### config.mk
export PLATFORM = sky130hd
export DESIGN_NAME = mips_mem_arbiter
export DESIGN_NICKNAME = d
export VERILOG_FILES = /design/src/rtl/mips_pkg.sv /design/src/rtl/mips_arb_starve_ctr.sv /design/src/rtl/mips_mem_arbiter.sv
export SDC_FILE = /design/constraint.sdc
export NUM_CORES = 1
export LEC_CHECK = 0
export ABC_AREA = 1
export CORE_MARGIN = 2
export CORE_UTILIZATION = 35
export CTS_CLUSTER_DIAMETER = 30
export DETAILED_ROUTE_END_ITERATION = 6
export PLACE_DENSITY = 0.82
export SLEW_MARGIN = 15
export SYNTH_ARGS = -nofsm -noshare
export SYNTH_HDL_FRONTEND = slang
export SYNTH_SLANG_ARGS = --single-unit
### constraint.sdc
create_clock -name clk -period 1.6 [get_ports clk]
set_input_delay 0.16 -clock clk [delete_from_list [all_inputs] [get_ports clk]]
set_output_delay 0.16 -clock clk [all_outputs]
set_load 0.01 [all_outputs]
### src/rtl/mips_pkg.sv
// Shared types and constants for the MIPS unified-memory arbiter.
package mips_pkg;

  typedef enum logic [1:0] {
    IDLE   = 2'd0,
    ACCESS = 2'd1,
    WAIT   = 2'd2
  } state_t;

  localparam logic OWN_IF = 1'b0;
  localparam logic OWN_D  = 1'b1;

  // Wide enough for MEM_LAT-1 with MEM_LAT up to 7.
  localparam int unsigned LAT_W = 3;

endpackage

### src/rtl/mips_arb_starve_ctr.sv
// Saturating count of consecutive data grants made while fetch waits.
// Only built with MIPS_MEM_ARB_STARVE_GUARD_EN.
`ifdef MIPS_MEM_ARB_STARVE_GUARD_EN
module mips_arb_starve_ctr #(
  parameter int unsigned MAX = 4
) (
  input  logic clk,
  input  logic rst_n,
  input  logic inc,
  input  logic clr,
  output logic at_max
);

  logic [3:0] cnt;

  assign at_max = (cnt >= 4'(MAX));

  always_ff @(posedge clk or negedge rst_n) begin
    if (!rst_n) begin
      cnt <= '0;
    end else if (clr) begin
      cnt <= '0;
    end else if (inc && !at_max) begin
      cnt <= cnt + 4'd1;
    end
  end

endmodule
`endif

### src/rtl/mips_mem_arbiter.sv
// Arbiter sharing one synchronous memory between MIPS fetch and load/store.
// Optional fetch starvation guard: define MIPS_MEM_ARB_STARVE_GUARD_EN.
module mips_mem_arbiter
  import mips_pkg::*;
#(
  parameter int unsigned ADDR_W     = 32,
  parameter int unsigned DATA_W     = 32,
  parameter int unsigned MEM_LAT    = 1,
  parameter int unsigned STARVE_MAX = 4
) (
  input  logic              clk,
  input  logic              rst_n,
  input  logic              if_req,
  input  logic [ADDR_W-1:0] if_addr,
  output logic              if_gnt,
  output logic              if_done,
  output logic [DATA_W-1:0] if_rdata,
  input  logic              d_req,
  input  logic              d_we,
  input  logic [ADDR_W-1:0] d_addr,
  input  logic [DATA_W-1:0] d_wdata,
  output logic              d_gnt,
  output logic              d_done,
  output logic [DATA_W-1:0] d_rdata,
  output logic              mem_en,
  output logic              mem_we,
  output logic [ADDR_W-3:0] mem_addr,
  output logic [DATA_W-1:0] mem_wdata,
  input  logic [DATA_W-1:0] mem_rdata
);

  if (MEM_LAT < 1 || MEM_LAT > 7) begin : g_bad_lat
    $error("mips_mem_arbiter: MEM_LAT must be 1..7");
  end
  if (STARVE_MAX < 1 || STARVE_MAX > 15) begin : g_bad_starve
    $error("mips_mem_arbiter: STARVE_MAX must be 1..15");
  end

  state_t            state, state_nx;
  logic              owner_q;
  logic              we_q;
  logic [ADDR_W-3:0] addr_q;
  logic [DATA_W-1:0] wdata_q;
  logic [LAT_W-1:0]  cnt_q;
  logic              take;
  logic              pick_d;
  logic              starve_force;
  logic              done;
  logic              unused_addr_lsbs;

  assign unused_addr_lsbs = ^{if_addr[1:0], d_addr[1:0]};

`ifdef MIPS_MEM_ARB_STARVE_GUARD_EN
  logic at_max;

  // Counts data wins over a waiting fetch; clears on fetch grant or idle fetch.
  mips_arb_starve_ctr #(.MAX(STARVE_MAX)) u_starve (
    .clk   (clk),
    .rst_n (rst_n),
    .inc   (take && pick_d && if_req),
    .clr   ((state == IDLE) && (!if_req || !pick_d)),
    .at_max(at_max)
  );

  assign starve_force = at_max && if_req;
`else
  assign starve_force = 1'b0;
`endif

  always_comb begin
    take     = (state == IDLE) && (if_req || d_req);
    pick_d   = d_req && !starve_force;
    state_nx = state;
    case (state)
      IDLE:    if (take) state_nx = ACCESS;
      ACCESS:  state_nx = WAIT;
      WAIT:    if (cnt_q == '0) state_nx = IDLE;
      default: state_nx = IDLE;
    endcase
  end

  always_ff @(posedge clk or negedge rst_n) begin
    if (!rst_n) begin
      state   <= IDLE;
      owner_q <= OWN_IF;
      we_q    <= 1'b0;
      addr_q  <= '0;
      wdata_q <= '0;
      cnt_q   <= '0;
    end else begin
      state <= state_nx;
      if (take) begin
        owner_q <= pick_d ? OWN_D : OWN_IF;
        addr_q  <= pick_d ? d_addr[ADDR_W-1:2] : if_addr[ADDR_W-1:2];
        we_q    <= pick_d && d_we;
        wdata_q <= pick_d ? d_wdata : '0;
      end
      if (state == ACCESS) begin
        cnt_q <= LAT_W'(MEM_LAT - 1);
      end else if (state == WAIT && cnt_q != '0) begin
        cnt_q <= cnt_q - 1'b1;
      end
    end
  end

  assign done      = (state == WAIT) && (cnt_q == '0);
  assign mem_en    = (state == ACCESS);
  assign mem_we    = (state == ACCESS) && we_q;
  assign mem_addr  = addr_q;
  assign mem_wdata = wdata_q;
  assign if_gnt    = (state == ACCESS) && (owner_q == OWN_IF);
  assign d_gnt     = (state == ACCESS) && (owner_q == OWN_D);
  assign if_done   = done && (owner_q == OWN_IF);
  assign d_done    = done && (owner_q == OWN_D);
  assign if_rdata  = if_done ? mem_rdata : '0;
  assign d_rdata   = (d_done && !we_q) ? mem_rdata : '0;

endmodule

==> results.cfg, run 1 <==
[synth]
synth_area_leaders = dfrtp_1 (48%), nand2_1 (21%), inv_1 (7.9%)
synthDistinctLibCells = 14
yosys-top-cells-count = nand2_1 (197), inv_1 (76), nor2_1 (72)
syn-cell-area_mm2 = 0.00359
synth_compound_area_share_pct = 4.71
synthAdderAreaFrac_pct = 0.697
syn_area_per_cell_um2 = 6.92
yosysMostFrequentCell = nand2_1
yosysWarnings = 0
synth_top_family_by_area = simple AND/OR/NAND/NOR gates
synth-xor-area-share_pct = 0
syn_inst = 519
seq_area_frac_synth_pct = 48.1
yosys.area.top_type = dfrtp_1
yosysTopAreaCellShare_pct = 48.1
synth.area.mux_share_pct = 0
syn_nets = 654
async_reset_ff_share_pct = 100
synth_edf_count = 0
yosys.area_share.simple_pct = 34.5
ys_seq_elements = 69
synth_flop_cell = dfrtp_1

[global_routing]
grt_overflow = 0
antenna_found_initial = 2
grt_pass1_vias = 4167
use_met3_pct = 5.01
grt.busiest_layer = met2
grt_usage_pct = 23.0
use_met1_pct = 23.4
grt_pass1_wl_um = 20300
grt_max_degree = 70
use_met2_pct = 44.2

[hold_path]
holdCritPathClass = in2reg
hp-start = d_req
worstHoldEndpoint = mem_wdata[0]$_DFFE_PN0P_
holdPathStages = 3

[finish]
nNetsFinal = 927
stdcell_area_mm2 = 0.00670
fill_cells = 789
seqCellArea_mm2 = 0.00173
syn_to_final_growth_pct = 86.7
multi_input_area_mm2 = 0.00159
drive_gt1_share_pct = 19.4
final_cells = 932

[timing]
fin_worst_skew_ns = 0.00708
tightest_slew_ns = 0.393
hold_viol_final = 0
slew_violations = 0
layout_setup_ws_ns = -0.331
worst_hold_slack_ns = 0.286
fin_crit_sh_pct = 121
maxSlewHeadroom_pct = 73.8
max_freq_mhz = 518
period_needed_ns = 1.93
setup_viol = 65
rsz0062_at_grt = true

[clock_network]
clock_path_buffers = 2
cts_tree = done
clockRootBuffer = clkbuf_8
path_clk_slew_ns = 0.08
numClockSinks = 69
clkLatencyLatePin_ns = 0.33
htree_levels = 3
numCtsBuffers = 9

[critical_path]
max_stage_delay_ns = 0.39
cp_cell_sequence = inv_2 > ha_4 > nand2_4 > nor2_4 > nand2_4 > bufbuf_16 > nor2_1 > buf_2
ff2ff_setup_slack_ns = 0.20
cp.arrival_ns = 1.77
r2r_cells = 5
r2r-end = mem_wdata[21]$_DFFE_PN0P_
crit_type = reg2out
cp_max_fo = 4
required_ns = 1.44
crit_path_frequent_cell = nand2_4
cp-start-kind = flop
slowest_stage = dfrtp_1
r2r-start = state[0]$_DFFE_PN0P_
cp-end-kind = output pin

[drt]
ant_nets = 0
drt_iter0_markers = 185
vias = 4224
wl_um = 12700
post-route-drc-count = 0
vias_per_cell = 4.53
first_pass_iters = 5
wire_per_inst_um = 13.6

[job]
max_cap_violations = 0

[power_and_ir_drop]
combPwrFrac_pct = 55.4
total_power_mw = 10.2
pwr-share-seq_pct = 29.8
p_clk_share_pct = 14.9
intPower_mw = 6.33
p_sw_share_pct = 37.9
vdd_drop_max_uv = 660
p_sw_mw = 3.87
p_leak_nw = 3.58
p_per_area_mw_per_mm2 = 1520

[floorplanning]
die_y_um = 105
die-width_um = 105
rows = 36
io_pins = 265
core_mm2 = 0.00986
die_area_mm2 = 0.0111
start_util_pct = 36.4

[placement]
post_dp_cell_area_mm2 = 0.00647
gp_congestion = 0.835
io_buffers = 260
hpwlAfterDp_um = 9540
placedCellCount = 905

[run_status]
violations = negative setup slack
outcome = complete, but fails checks
kinds of logic after synthesis:
family	Yosys count
adder cells (fa/ha/maj)	2
buffers and inverters	104
flip-flops	69
AO/OA/AOI/OAI	33
AND/OR/NAND/NOR	311
cell usage in the layout (no fill, tap or decap), types with 2 or more instances in the layout:
master           count
nand2_2              3
bufinv_16            2
nor2_2              19
nor2_4              11
clkdlybuf4s15_2      3
buf_16               2
inv_1               74
inv_2                2
nand2_1            194
buf_6               10
clkbuf_8             9
o21ai_0             32
diode_2              2
clkinv_2             2
nor2_1              44
dfrtp_1             69
buf_4               17
clkdlybuf4s50_1    188
buf_2               59
nand3_1             37
buf_12               8
nand2_4              2
flip-flops by register name, summed over array words and instances (netlist names):
register and count:
owner_q 1, cnt_q 3, mem_wdata 32, mem_addr 30, we_q 1, state 2
worst max path at each step:
| stage | start | slack (ns) | end |
|---|---|---|---|
| 2_1_floorplan | cnt_q[0]$_DFFE_PN0P_ | 0.16 | if_rdata[22] |
| 4_1_cts | cnt_q[0]$_DFFE_PN0P_ | -0.33 | if_rdata[23] |
| 6_report | cnt_q[0]$_DFFE_PN0P_ | -0.33 | if_rdata[15] |
| 3_5_place_dp | cnt_q[0]$_DFFE_PN0P_ | -0.39 | if_rdata[25] |
| 5_1_grt | cnt_q[0]$_DFFE_PN0P_ | -0.43 | if_rdata[15] |
| 3_3_place_gp | cnt_q[0]$_DFFE_PN0P_ | -0.32 | d_rdata[28] |
routing by layer:
| metal | vias to the layer above | share of wire (%) |
|---|---|---|
| li1 | 2086 | - |
| met1 | 1915 | 35 |
| met2 | 194 | 54 |
| met3 | 29 | 7.6 |
| met4 | 0 | 3.1 |
| met5 | - | 0 |
what timing repair did:
item                                    4_1_cts  5_1_grt
hold endpoints to repair                     69        0
gates cloned                                  3        0
buffers inserted                              4        2
hold buffers                                  1        0
pin swaps                                     3        1
gates resized for setup                     310       22
endpoints found under the setup margin       70       70
worst max-delay path: cells and delay by family, from the launching register on:
kind	cells	cell delay (ns)
DFF	1	0.39
and+or+nand+nor	4	0.39
buffers and inverters	3	0.52
adders and majority gates	1	0.15
layout make-up:
class / count / area share [%]
timing repair buffer: 290 / 40.6
sequential: 69 / 25.8
multi-input combinational: 346 / 23.7
inverter: 76 / 4.26
tap: 133 / 2.48
clock buffer: 10 / 1.90
clock inverter: 6 / 1.29
antenna: 2 / 0.0747
stage by stage:
step | utilization, % | worst slack, ns | TNS, ns
floorplan | - | 0.165 | 0
global placement | 65.6 | -0.317 | -17.74
detailed placement | 65.6 | -0.388 | -21.88
CTS | 67.2 | -0.329 | -14.31
global route | 67.9 | -0.432 | -20.52
finish | 67.9 | -0.331 | -15.18
power groups by stage:
stage | registers (mW) | logic [mW] | clock network (mW)
3_3_place_gp | 3.01 | 5.43 | 0
5_1_grt | 3.15 | 6.11 | 1.65
2_1_floorplan | 3.41 | 1.83 | 0
6_report | 3.03 | 5.65 | 1.52
3_5_place_dp | 3.05 | 5.52 | 0
4_1_cts | 3.04 | 5.63 | 1.57
Power figures use the tool's default switching activity.
==> inputs of run 2 (changes only) <==
--- a/config.mk
+++ b/config.mk
@@ -11,6 +11,7 @@
 export CTS_CLUSTER_DIAMETER = 30
 export DETAILED_ROUTE_END_ITERATION = 6
 export PLACE_DENSITY = 0.82
+export SETUP_SLACK_MARGIN = 0.5
 export SLEW_MARGIN = 15
 export SYNTH_ARGS = -nofsm -noshare
 export SYNTH_HDL_FRONTEND = slang
==> results.cfg, run 2 (synthesized netlist as in run 1, its figures left out) <==
[drt]
first_pass_iters = 4
wl_um = 17900
vias_per_cell = 4.85
post-route-drc-count = 0
wire_per_inst_um = 18.1
drt_iter0_markers = 170
vias = 4787
ant_nets = 0

[floorplanning]
die_area_mm2 = 0.0111
start_util_pct = 36.4
rows = 36
core_mm2 = 0.00986
io_pins = 265
die_y_um = 105
die-width_um = 105

[global_routing]
grt_usage_pct = 29.4
grt_max_degree = 46
grt_overflow = 0
grt_pass1_vias = 4754
grt_pass1_wl_um = 25500
antenna_found_initial = 0

[placement]
placedCellCount = 909
io_buffers = 260
hpwlAfterDp_um = 10500
gp_congestion = 0.840

[critical_path]
r2r-end = mem_wdata[5]$_DFFE_PN0P_
cp_cell_sequence = inv_2 > ha_4 > nand2_4 > nor2_4 > nand3_4 > buf_12 > buf_16 > buf_8 > nor2_4 > buf_6
cp-end-kind = output pin
crit_type = reg2out
cp.arrival_ns = 1.95
cp-start-kind = flop
required_ns = 1.44
r2r_cells = 9
max_stage_delay_ns = 0.39
slowest_stage = dfrtp_1
r2r-start = state[1]$_DFFE_PN0P_
ff2ff_setup_slack_ns = 0.04
cp_max_fo = 5
crit_path_frequent_cell = nor2_4

[timing]
rsz0062_at_grt = true
max_freq_mhz = 474
period_needed_ns = 2.11
tightest_slew_ns = 0.406
fin_worst_skew_ns = 0.00636
layout_setup_ws_ns = -0.508
fin_crit_sh_pct = 132
maxSlewHeadroom_pct = 73.0
slew_violations = 0
hold_viol_final = 0
setup_viol = 66

[finish]
syn_to_final_growth_pct = 136
final_cells = 987
fin_util_pct = 85.8
largest_reg_flops = 32
n_antenna_cell = 0
mostFrequentLayoutCells = clkdlybuf4s50_1 (126), nand2_1 (104), buf_6 (94)
layout_commonest_cell = clkdlybuf4s50_1
drive_gt1_share_pct = 48.9
fill_cells = 483
nNetsFinal = 986

[run_status]
outcome = complete, but fails checks
violations = negative setup slack

[hold_path]
holdPathStages = 3
hp-start = d_req
holdCritPathClass = in2reg
worstHoldEndpoint = mem_wdata[25]$_DFFE_PN0P_

[clock_network]
path_clk_slew_ns = 0.07
numCtsBuffers = 9
clockRootBuffer = clkbuf_8
clock_path_buffers = 2
htree_levels = 3
clkLatencyLatePin_ns = 0.34
numClockSinks = 69
cts_tree = done

[power_and_ir_drop]
p_leak_nw = 4.25
vdd_drop_max_uv = 996
total_power_mw = 13.3
p_per_area_mw_per_mm2 = 1570

[job]
max_cap_violations = 0
## run 2: cell count changes in the layout (fill, tap and decap cells not counted), moves of 7 or more
cell	delta
buf_16	+11
clkdlybuf4s50_1	-62
nand2_4	+18
nor2_2	-15
nand2_1	-90
buf_6	+84
nor2_4	+56
nor2_1	-41
buf_12	+13
nand2_2	+69
buf_2	+7
## run 2: worst max-delay path by stage
stage / startpoint / end / slack [ns] / depth (start not counted)
after floorplan: cnt_q[1]$_DFFE_PN0P_ / d_rdata[0] / 0.22 / 7
after global placement: cnt_q[1]$_DFFE_PN0P_ / d_rdata[19] / -0.28 / 8
after detailed placement: cnt_q[1]$_DFFE_PN0P_ / d_rdata[23] / -0.37 / 8
after CTS: cnt_q[0]$_DFFE_PN0P_ / d_rdata[29] / -0.48 / 10
after global routing: cnt_q[1]$_DFFE_PN0P_ / d_rdata[23] / -0.55 / 10
final: cnt_q[1]$_DFFE_PN0P_ / d_rdata[23] / -0.51 / 10
## run 2: layout make-up
cell class	instances	area, um^2	share of cell area [%]
Sequential cell	69	1730	20.4
Timing Repair Buffer	349	3720	44.0
Inverter	76	293	3.46
Tap cell	133	166	1.97
Clock buffer	12	145	1.71
Clock inverter	2	35.0	0.414
Multi-Input combinational cell	346	2370	28.1
## run 2: worst max-delay path: cells and delay by family, from the launching register on
| family | cells | cell delay [ns] |
|---|---|---|
| buffers and inverters | 5 | 0.63 |
| adders and majority gates | 1 | 0.15 |
| and+or+nand+nor | 4 | 0.42 |
| DFF | 1 | 0.39 |
## run 2: what timing repair did
item / in CTS / in global routing
gates resized for setup: 695 / 98
cloned: 12 / 1
pin swaps: 38 / 16
setup buffers: 34 / 16
hold buffers: 1 / 0
endpoints found under the hold margin: 12 / 0
endpoints found under the setup margin: 199 / 142
## run 2: routing by layer
metal  routed length [um]  part of all wire [%]  GRT usage, %  up-vias
li1                     -                     -             -     2210
met4                  497                   2.8          9.05        0
met5                    0                     0             0        -
met3                 1520                   8.5          9.21       41
met2                 9510                    53          53.5      247
met1                 6380                    36          32.6     2289
## run 2: power breakdown
group          switching [mW]  internal (mW)  total (mW)
Combinational            4.22           4.40        8.62
Clock                   0.645          0.746        1.39
Sequential              0.691           2.59        3.28
Total                    5.56           7.73        13.3
## run 2: through the flow
step	worst slack (ns)	area [um^2]	hold WS (ns)	TNS [ns]
floorplan	0.222	4190	-0.136	0
global placement	-0.284	7030	0.0992	-16.46
detailed placement	-0.366	7030	0.0987	-19.96
CTS	-0.482	8000	0.268	-25.57
global route	-0.547	8460	0.276	-30.96
finish	-0.508	8460	0.280	-28.29
==> inputs of run 3 (changes only) <==
--- a/config.mk
+++ b/config.mk
@@ -6,11 +6,11 @@
 export NUM_CORES = 1
 export LEC_CHECK = 0
 export ABC_AREA = 1
-export CORE_MARGIN = 2
-export CORE_UTILIZATION = 35
+export CORE_AREA = 2 2 102 104
 export CTS_CLUSTER_DIAMETER = 30
 export DETAILED_ROUTE_END_ITERATION = 6
-export PLACE_DENSITY = 0.82
+export DIE_AREA = 0 0 104 106
+export DONT_BUFFER_PORTS = 1
 export SETUP_SLACK_MARGIN = 0.5
 export SLEW_MARGIN = 15
 export SYNTH_ARGS = -nofsm -noshare
==> results.cfg, run 3 (synthesized netlist as in run 1, its figures left out) <==
[global_routing]
grt_pass1_vias = 3750
antenna_found_initial = 3
grt_overflow = 0
use_met2_pct = 39.8
grt_usage_pct = 23.0
grt_pass1_wl_um = 19700
use_met1_pct = 26.0
grt.busiest_layer = met2
grt_max_degree = 97
use_met3_pct = 9.14

[critical_path]
crit_type = reg2out
r2r-end = mem_wdata[14]$_DFFE_PN0P_
required_ns = 1.44
max_stage_delay_ns = 0.40
cp_cell_sequence = inv_2 > ha_4 > nand2_4 > nor2_4 > nand3_4 > buf_12 > buf_16 > nor2_4
cp_max_fo = 8
slowest_stage = dfrtp_1
r2r-start = state[1]$_DFFE_PN0P_
ff2ff_setup_slack_ns = 0.16
cp-end-kind = output pin
r2r_cells = 8
crit_path_frequent_cell = nor2_4
cp.arrival_ns = 1.70
cp-start-kind = flop

[timing]
layout_setup_ws_ns = -0.257
setup_tns_ns = -13.74
setup_viol = 66
fin_crit_sh_pct = 116
slew_violations = 0
period_needed_ns = 1.86
maxSlewHeadroom_pct = 73.3
rsz0062_at_grt = true
fin_worst_skew_ns = 0.00921
worst_hold_slack_ns = -0.508
hold_viol_final = 89
max_freq_mhz = 538
tightest_slew_ns = 0.396

[drt]
wire_per_inst_um = 18.4
post-route-drc-count = 0
wl_um = 13700
ant_nets = 0
drt_iter0_markers = 215
vias_per_cell = 4.98
first_pass_iters = 4
vias = 3698

[finish]
drive_gt1_share_pct = 47.2
largest_reg_flops = 32
mostFrequentLayoutCells = nand2_1 (77), nand2_2 (74), inv_1 (70)
layout_commonest_cell = nand2_1
stdcell_area_mm2 = 0.00640
nNetsFinal = 733
syn_to_final_growth_pct = 78.3

[clock_network]
numCtsBuffers = 9
htree_levels = 3
clkLatencyLatePin_ns = 0.35
cts_hold_buf = 37
cts_tree = done
path_clk_slew_ns = 0.08
clock_path_buffers = 2
clockRootBuffer = clkbuf_8
numClockSinks = 69

[placement]
gp_congestion = 0.773
dp_slack_ns = 0.122
post_dp_cell_area_mm2 = 0.00426
hpwlAfterDp_um = 7480
io_buffers = 0

[power_and_ir_drop]
pwr-share-seq_pct = 32.6
combPwrFrac_pct = 55.6
intPower_mw = 6.67
p_leak_nw = 3.17
vdd_drop_max_uv = 1110
p_per_area_mw_per_mm2 = 1880
p_clk_share_pct = 11.8
p_sw_mw = 5.34
p_sw_share_pct = 44.5

[hold_path]
holdCritPathClass = in2async

[floorplanning]
io_pins = 265
die_y_um = 106
core_mm2 = 0.0100
die-width_um = 104
rows = 37
die_area_mm2 = 0.0110
start_util_pct = 35.9

[run_status]
outcome = complete, but fails checks
violations = negative hold slack, negative setup slack

[job]
max_cap_violations = 0
## run 3: changes by cell type in the layout (fill, tap and decap cells not counted), sizes merged
cell	delta
clkinvlp	+3
diode	+4
dlygate4sd3	+36
o21ai	+1
clkbuf	+3
clkdlybuf4s50	-126
buf	-170
clkinv	+1
## run 3: per-layer routing
layer	routed length, um	up-vias
met3	1390	27
met5	0	-
met1	4710	1748
met2	7250	210
met4	320	0
li1	-	1713
## run 3: through the flow
| stage | util, % | power [mW] | std cells | hold WS [ns] |
|---|---|---|---|---|
| after floorplan | - | 5.81 | 519 | -0.136 |
| after global placement | 42.6 | 6.28 | 638 | -0.134 |
| after detailed placement | 42.6 | 6.40 | 638 | -0.134 |
| after CTS | 55.8 | 10.1 | 725 | -0.524 |
| after global routing | 63.9 | 12.6 | 739 | -0.529 |
| final | 64.0 | 12.0 | 742 | -0.508 |
## run 3: how the worst max path moves through the flow
stage | start | end | cells after the start
3_3_place_gp | cnt_q[1]$_DFFE_PN0P_ | d_rdata[0] | 7
3_5_place_dp | cnt_q[0]$_DFFE_PN0P_ | d_rdata[16] | 7
2_1_floorplan | cnt_q[1]$_DFFE_PN0P_ | d_rdata[0] | 7
5_1_grt | cnt_q[0]$_DFFE_PN0P_ | d_rdata[19] | 8
4_1_cts | cnt_q[1]$_DFFE_PN0P_ | d_rdata[16] | 8
6_report | cnt_q[0]$_DFFE_PN0P_ | d_rdata[19] | 8
## run 3: final cells by class
| type | count | area [um^2] |
|---|---|---|
| Sequential cell | 69 | 1730 |
| Fill cell | 779 | 3600 |
| Timing Repair Buffer | 95 | 1420 |
| Clock inverter | 6 | 63.8 |
| Tap cell | 136 | 170 |
| Clock buffer | 9 | 124 |
| Multi-Input combinational cell | 347 | 2580 |
| Inverter | 76 | 299 |
| Antenna cell | 4 | 10.0 |
## run 3: worst max-delay path: cells and delay by family (launching register included)
| kind | cells | cell delay, ns |
|---|---|---|
| buffers and inverters | 3 | 0.40 |
| AND/OR/NAND/NOR | 4 | 0.40 |
| adder cells (fa/ha/maj) | 1 | 0.15 |
| flip-flops | 1 | 0.40 |
## run 3: timing repair
action | 4_1_cts | 5_1_grt
gates cloned | 17 | 6
gates resized for setup | 55 | 184
pin swaps | 6 | 45
hold endpoints to repair | 107 | 102
setup endpoints to repair | 134 | 138
buffers inserted | 18 | 7
## run 3: power by group through the flow
stage | logic (mW) | clock network [mW] | registers, mW
after floorplan | 2.40 | 0 | 3.42
after global placement | 2.64 | 0 | 3.64
after detailed placement | 2.76 | 0 | 3.64
after CTS | 4.98 | 1.43 | 3.64
after global routing | 7.10 | 1.50 | 4.00
final | 6.68 | 1.42 | 3.91
==> edit 1, RTL diff (flow settings as in run 1) <==
Set the parameter `DATA_W` to 48 (it was 32).
--- a/src/rtl/mips_mem_arbiter.sv
+++ b/src/rtl/mips_mem_arbiter.sv
@@ -5,5 +5,5 @@
 #(
   parameter int unsigned ADDR_W     = 32,
-  parameter int unsigned DATA_W     = 32,
+  parameter int unsigned DATA_W     = 48,
   parameter int unsigned MEM_LAT    = 1,
   parameter int unsigned STARVE_MAX = 4
Interface: changed (5 resized); port bits go from 265 to 345. No check against the original RTL was run, so the function may have changed too.
==> edit 1 against run 1 <==
The run still ends with setup timing left. Area after synthesis rose by 24%. Worst setup slack got worse by 0.081 ns. Sequential power grew 23%. Combinational power increased by 33%. Highest routed layer unchanged. Maximum frequency is 4.0% lower. Critical path type unchanged. Cell count rose by 25%. Sequential cell count is 16 higher. Non-clock buffer count is 87 higher. Global-route usage increased by 2.3 points. Largest cell class unchanged. Cell area is 30% higher. Utilization is 1.9 points higher. Power up 31%. Wire length rose by 49%.
==> edit 1: results (changes against run 1) <==
status:
  status: "complete, but fails checks"
  violations: "setup timing"
global_route:
  global_route.usage.met1_pct: 29.1  # +5.7 points
  grt_usage_pct: 25.3  # +2.3 points
  grt_use_met2_pct: 42.9  # -1.4 points
  grt_use_met3_pct: 8.81  # +3.8 points
  grt_pass1_wl_um: 26100  # +29%
  grt_pass1_vias: 4901  # +18%
clock_network:
  root_buffer: "clkbuf_16"
  cts.clk_slew.worst_paths_ns: 0.06  # -0.02 ns
worst_setup_path:
  crit_fanout: 23  # +19
  reg2regPathDepth: 7  # +2
  cp_top_family: "simple AND/OR/NAND/NOR gates"
pwr:
  p_leak_nw: 4.52  # +26%
  switching_share_pct: 39.0  # +1.1 points
  pwr-share-clk_pct: 15.4  # +0.5 points
  comb_power_share_pct: 56.5  # +1.1 points
finish:
  seq_cell_count: 85  # +23%
  layout.nonclk_buf_share_pct: 41.3  # +0.78 points
  final-clk-cell-share_pct: 3.32  # +0.13 points
  multi_input_area_share_pct: 24.5  # +0.87 points
  multiInputCombCellCount: 423  # +22%
  antenna_cells: 3  # +1
  nClkBuffers: 11  # +1
  n_all_inverters: 91  # +20%
  buffers: 377  # +30%
  final_nets: 1154  # +24%
  drive_gt1_share_pct: 22.8  # +3.3 points
yosys:
  synth-compound-area-share_pct: 3.79  # -0.91 points
  synth_adder_area_share_pct: 0.562  # -0.14 points
  syn-num-nets: 803  # +23%
  synth-xor-area-share_pct: 0.197  # +0.20 points
  postSynthAreaPerCell_um2: 7.01  # +1.3%
  synthTopCellsByCount: "nand2_1 (229), inv_1 (91), nor2_1 (90), dfrtp_1 (85), nand3_1 (52)"
  ys_types: 17  # +3
  yosysSeqAreaShare_pct: 47.7  # -0.36 points
  synth_area_leaders: "dfrtp_1 (48%), nand2_1 (19%), inv_1 (7.7%)"
routing:
  vias: 5310  # +26%
  wl_per_cell_um: 16.2  # +19%
  drt_iter0_drc: 234  # +26%
  drt-pass1-iter-count: 4  # -1
sta:
  skew_ns: 0.00554  # -0.00154 ns
  worst_pin_slew_ns: 0.386  # -0.00723 ns
  setup_slack_ns: -0.412  # -0.0815 ns
  setup_viol: 98  # +51%
placed_design:
  placement.io_buffers: 340  # +31%
  dp.cells: 1131  # +25%
==> edit 1: changes by cell type in the layout (fill, tap and decap cells not counted), sizes merged, moves of 16 or more <==
cell	before	now
clkdlybuf4s50	188	236
buf	96	133
nand2	199	232
nor2	74	102
dfrtp	69	85
inv	77	93
==> edit 1: path summary, 6_finish.rpt <==
kind                                           start                         to  slack, ns
max                             cnt_q[0]$_DFFE_PN0P_                 d_rdata[5]      -0.41
min                                            d_req  mem_wdata[45]$_DFFE_PN0P_       0.18
max reg2reg                     state[1]$_DFFE_PN0P_    mem_addr[4]$_DFFE_PN0P_       0.19
min reg2reg                mem_wdata[19]$_DFFE_PN0P_  mem_wdata[19]$_DFFE_PN0P_       0.47
max in group asynchronous                      rst_n   mem_wdata[6]$_DFFE_PN0P_       0.70
min in group asynchronous                      rst_n  mem_wdata[15]$_DFFE_PN0P_       0.29
==> edit 1: layer usage <==
metal	vias up	wire, um	part of all wire (%)
li1	2592	-	-
met1	2455	6990	37
met2	225	9680	51
met3	38	1600	8.4
met4	0	680	3.6
met5	-	0	0
==> edit 1: what timing repair did <==
item,CTS,global route
setup buffers,5,4
gates cloned,3,4
setup endpoints to repair,102,101
hold endpoints to repair,27,0
gates resized for setup,447,111
pin swaps,2,5
hold buffers,1,0
==> edit 1: stage by stage <==
stage / power [W] / setup WS, ns / instance area, um2 / TNS (ns)
global placement: 0.0106 / -0.361 / 8090 / -30.58
detailed placement: 0.0107 / -0.421 / 8090 / -34.87
CTS: 0.0128 / -0.395 / 8150 / -25.10
floorplan: 0.00664 / 0.110 / 4460 / 0
global route: 0.0142 / -0.503 / 8740 / -42.86
finish: 0.0133 / -0.412 / 8740 / -33.47
==> edit 2, RTL diff (flow settings as in run 1) <==
Made on the original files. Re-encode `state_t` (3 states) as one-hot, 3 bits wide.
--- a/src/rtl/mips_pkg.sv
+++ b/src/rtl/mips_pkg.sv
@@ -2,8 +2,8 @@
 package mips_pkg;
 
-  typedef enum logic [1:0] {
-    IDLE   = 2'd0,
-    ACCESS = 2'd1,
-    WAIT   = 2'd2
+  typedef enum logic [2:0] {
+    IDLE   = 3'b001,
+    ACCESS = 3'b010,
+    WAIT   = 3'b100
   } state_t;
 
Function: no difference found for any inputs over 10 cycles, from zero or initial values and one cycle with rst_n low; not proved beyond that.
==> edit 2 against run 1 <==
The run still ends with setup timing left. Wire length is 8.7% higher. Cell area up 4.9%. Area after synthesis up 2.4%. Synthesized cell count rose by 1.9%. Sequential cell count rose by 1. Worst hold slack better by 0.011 ns. Worst setup slack lost 0.19 ns. Power fell by 10%.
==> edit 2: results (changes against run 1) <==
status:
  status: "complete, but fails checks"
  violations: "setup timing"
yosys:
  synth_adder_area_share_pct: 0.681  # -0.017 points
  ys_types: 17  # +3
  synthArstFlopShare_pct: 100  # unchanged
  postSynthAreaPerCell_um2: 6.95  # +0.50%
  synthTopCellsByCount: "nand2_1 (230), nand3_1 (72), nor2_1 (71), dfrtp_1 (69), inv_1 (44)"
  synth-compound-area-share_pct: 0  # -4.7 points
  synth-xor-area-share_pct: 0.238  # +0.24 points
  synth_area_leaders: "dfrtp_1 (47%), nand2_1 (23%), nand3_1 (9.8%)"
  syn-num-nets: 664  # +1.5%
  yosysSeqAreaShare_pct: 47.7  # -0.43 points
  synth_ff_type: "dfrtp_1"
global_route:
  grt_pass1_vias: 4402  # +5.6%
  antenna_found_initial: 0  # -2
  grt_usage_pct: 22.9  # -0.027 points
  grt_max_degree: 71  # +1.4%
  grt_pass1_wl_um: 20700  # +2.0%
finish:
  filler_cell_count: 842  # +6.7%
  fin_cells: 955  # +2.5%
  antenna_cells: 0  # -2
  drive_gt1_share_pct: 23.2  # +3.8 points
  final_nets: 950  # +2.5%
sta:
  setup_viol: 66  # +1.5%
  skew_ns: 0.0119  # +0.00487 ns
  max_slew_margin_pct: 74.4  # +0.62 points
  setup_slack_ns: -0.521  # -0.190 ns
  hold_viol: 0  # unchanged
hold_path:
  hold_depth: 4  # +1
worst_setup_path:
  worstPathArrival_ns: 1.96  # +0.19 ns
  reg2regPathDepth: 9  # +4
  crit_fanout: 8  # +4
  slowest_delay_ns: 0.39  # about the same
placed_design:
  dp_hpwl_um: 9790  # +2.6%
  place_congestion: 0.840  # +0.60%
  dp.cells: 918  # +1.4%
  pre_cts_ws_ns: -0.441  # -0.0530 ns
  placement.io_buffers: 260  # unchanged
pwr:
  irDropWorstVdd_uv: 644  # -2.5%
  p_leak_nw: 3.69  # +3.1%
clock_network:
  htreeDepth: 3  # unchanged
routing:
  drt-pass1-iter-count: 4  # -1
  drt_iter0_drc: 206  # +11%
  wl_per_cell_um: 14.5  # +6.0%
  antenna_left: 0  # unchanged
  via_per_inst: 4.72  # +4.0%
edit 2: stage by stage:
step | instance area [um2] | setup TNS (ns)
2_1_floorplan | 3680 | 0
3_3_place_gp | 6500 | -19.47
3_5_place_dp | 6500 | -24.81
4_1_cts | 6620 | -21.87
5_1_grt | 7030 | -29.82
6_report | 7030 | -24.12
edit 2: kinds of logic after synthesis:
group | after synthesis
and+or+nand+nor | 377
adders and majority gates | 2
buffers and inverters | 79
DFF | 70
xor gates and xnor gates | 1
edit 2: worst reg2reg max path, delay by kind of cell, from the launching register on:
family	cells	cell delay [ns]
and+or+nand+nor	5	0.38
DFF	1	0.54
buffers and inverters	4	0.48
edit 2: layer usage:
layer / GRT usage (%) / vias up / wire length [um]
li1: - / 2166 / -
met3: 7.60 / 33 / 1150
met4: 7.88 / 0 / 370
met1: 22.9 / 2099 / 4750
met5: 0 / - / 0
met2: 44.1 / 205 / 7550
edit 2: final timing paths:
check / from / to / slack (ns)
setup / recovery: cnt_q[1]$_DFFE_PN0P_ / if_rdata[12] / -0.52
hold / removal: d_req / owner_q$_DFFE_PN0P_ / 0.30
setup reg to reg: state[0]$_DFFE_PN1P_ / mem_wdata[17]$_DFFE_PN0P_ / 0.11
hold reg to reg: mem_addr[15]$_DFFE_PN0P_ / mem_addr[15]$_DFFE_PN0P_ / 0.47
max in group asynchronous: rst_n / state[0]$_DFFE_PN1P_ / 0.87
min in group asynchronous: rst_n / mem_addr[23]$_DFFE_PN0P_ / 0.35
edit 2: area by class of cell:
class	instances	area, um2	share of cell area [%]
timing repair buffer	308	2950	41.9
multi-input combinational	380	1820	26.0
sequential	70	1750	24.9
inverter	46	178	2.53
tap	136	170	2.42
clock buffer	10	128	1.82
clock inverter	5	27.5	0.392
edit 2: repair_timing:
| item | in CTS | in global routing |
|---|---|---|
| setup endpoints to repair | 70 | 120 |
| resized for setup | 299 | 95 |
| hold buffers | 1 | 0 |
| setup buffers | 6 | 11 |
| pin swaps | 4 | 6 |
| hold endpoints to repair | 69 | 0 |
| cloned | 6 | 2 |
edit 2: where the power goes:
part | internal, W | switching [W]
Clock | 0.000543 | 0.000620
Sequential | 0.00253 | 0.000424
Combinational | 0.00256 | 0.00248
Total | 0.00563 | 0.00353
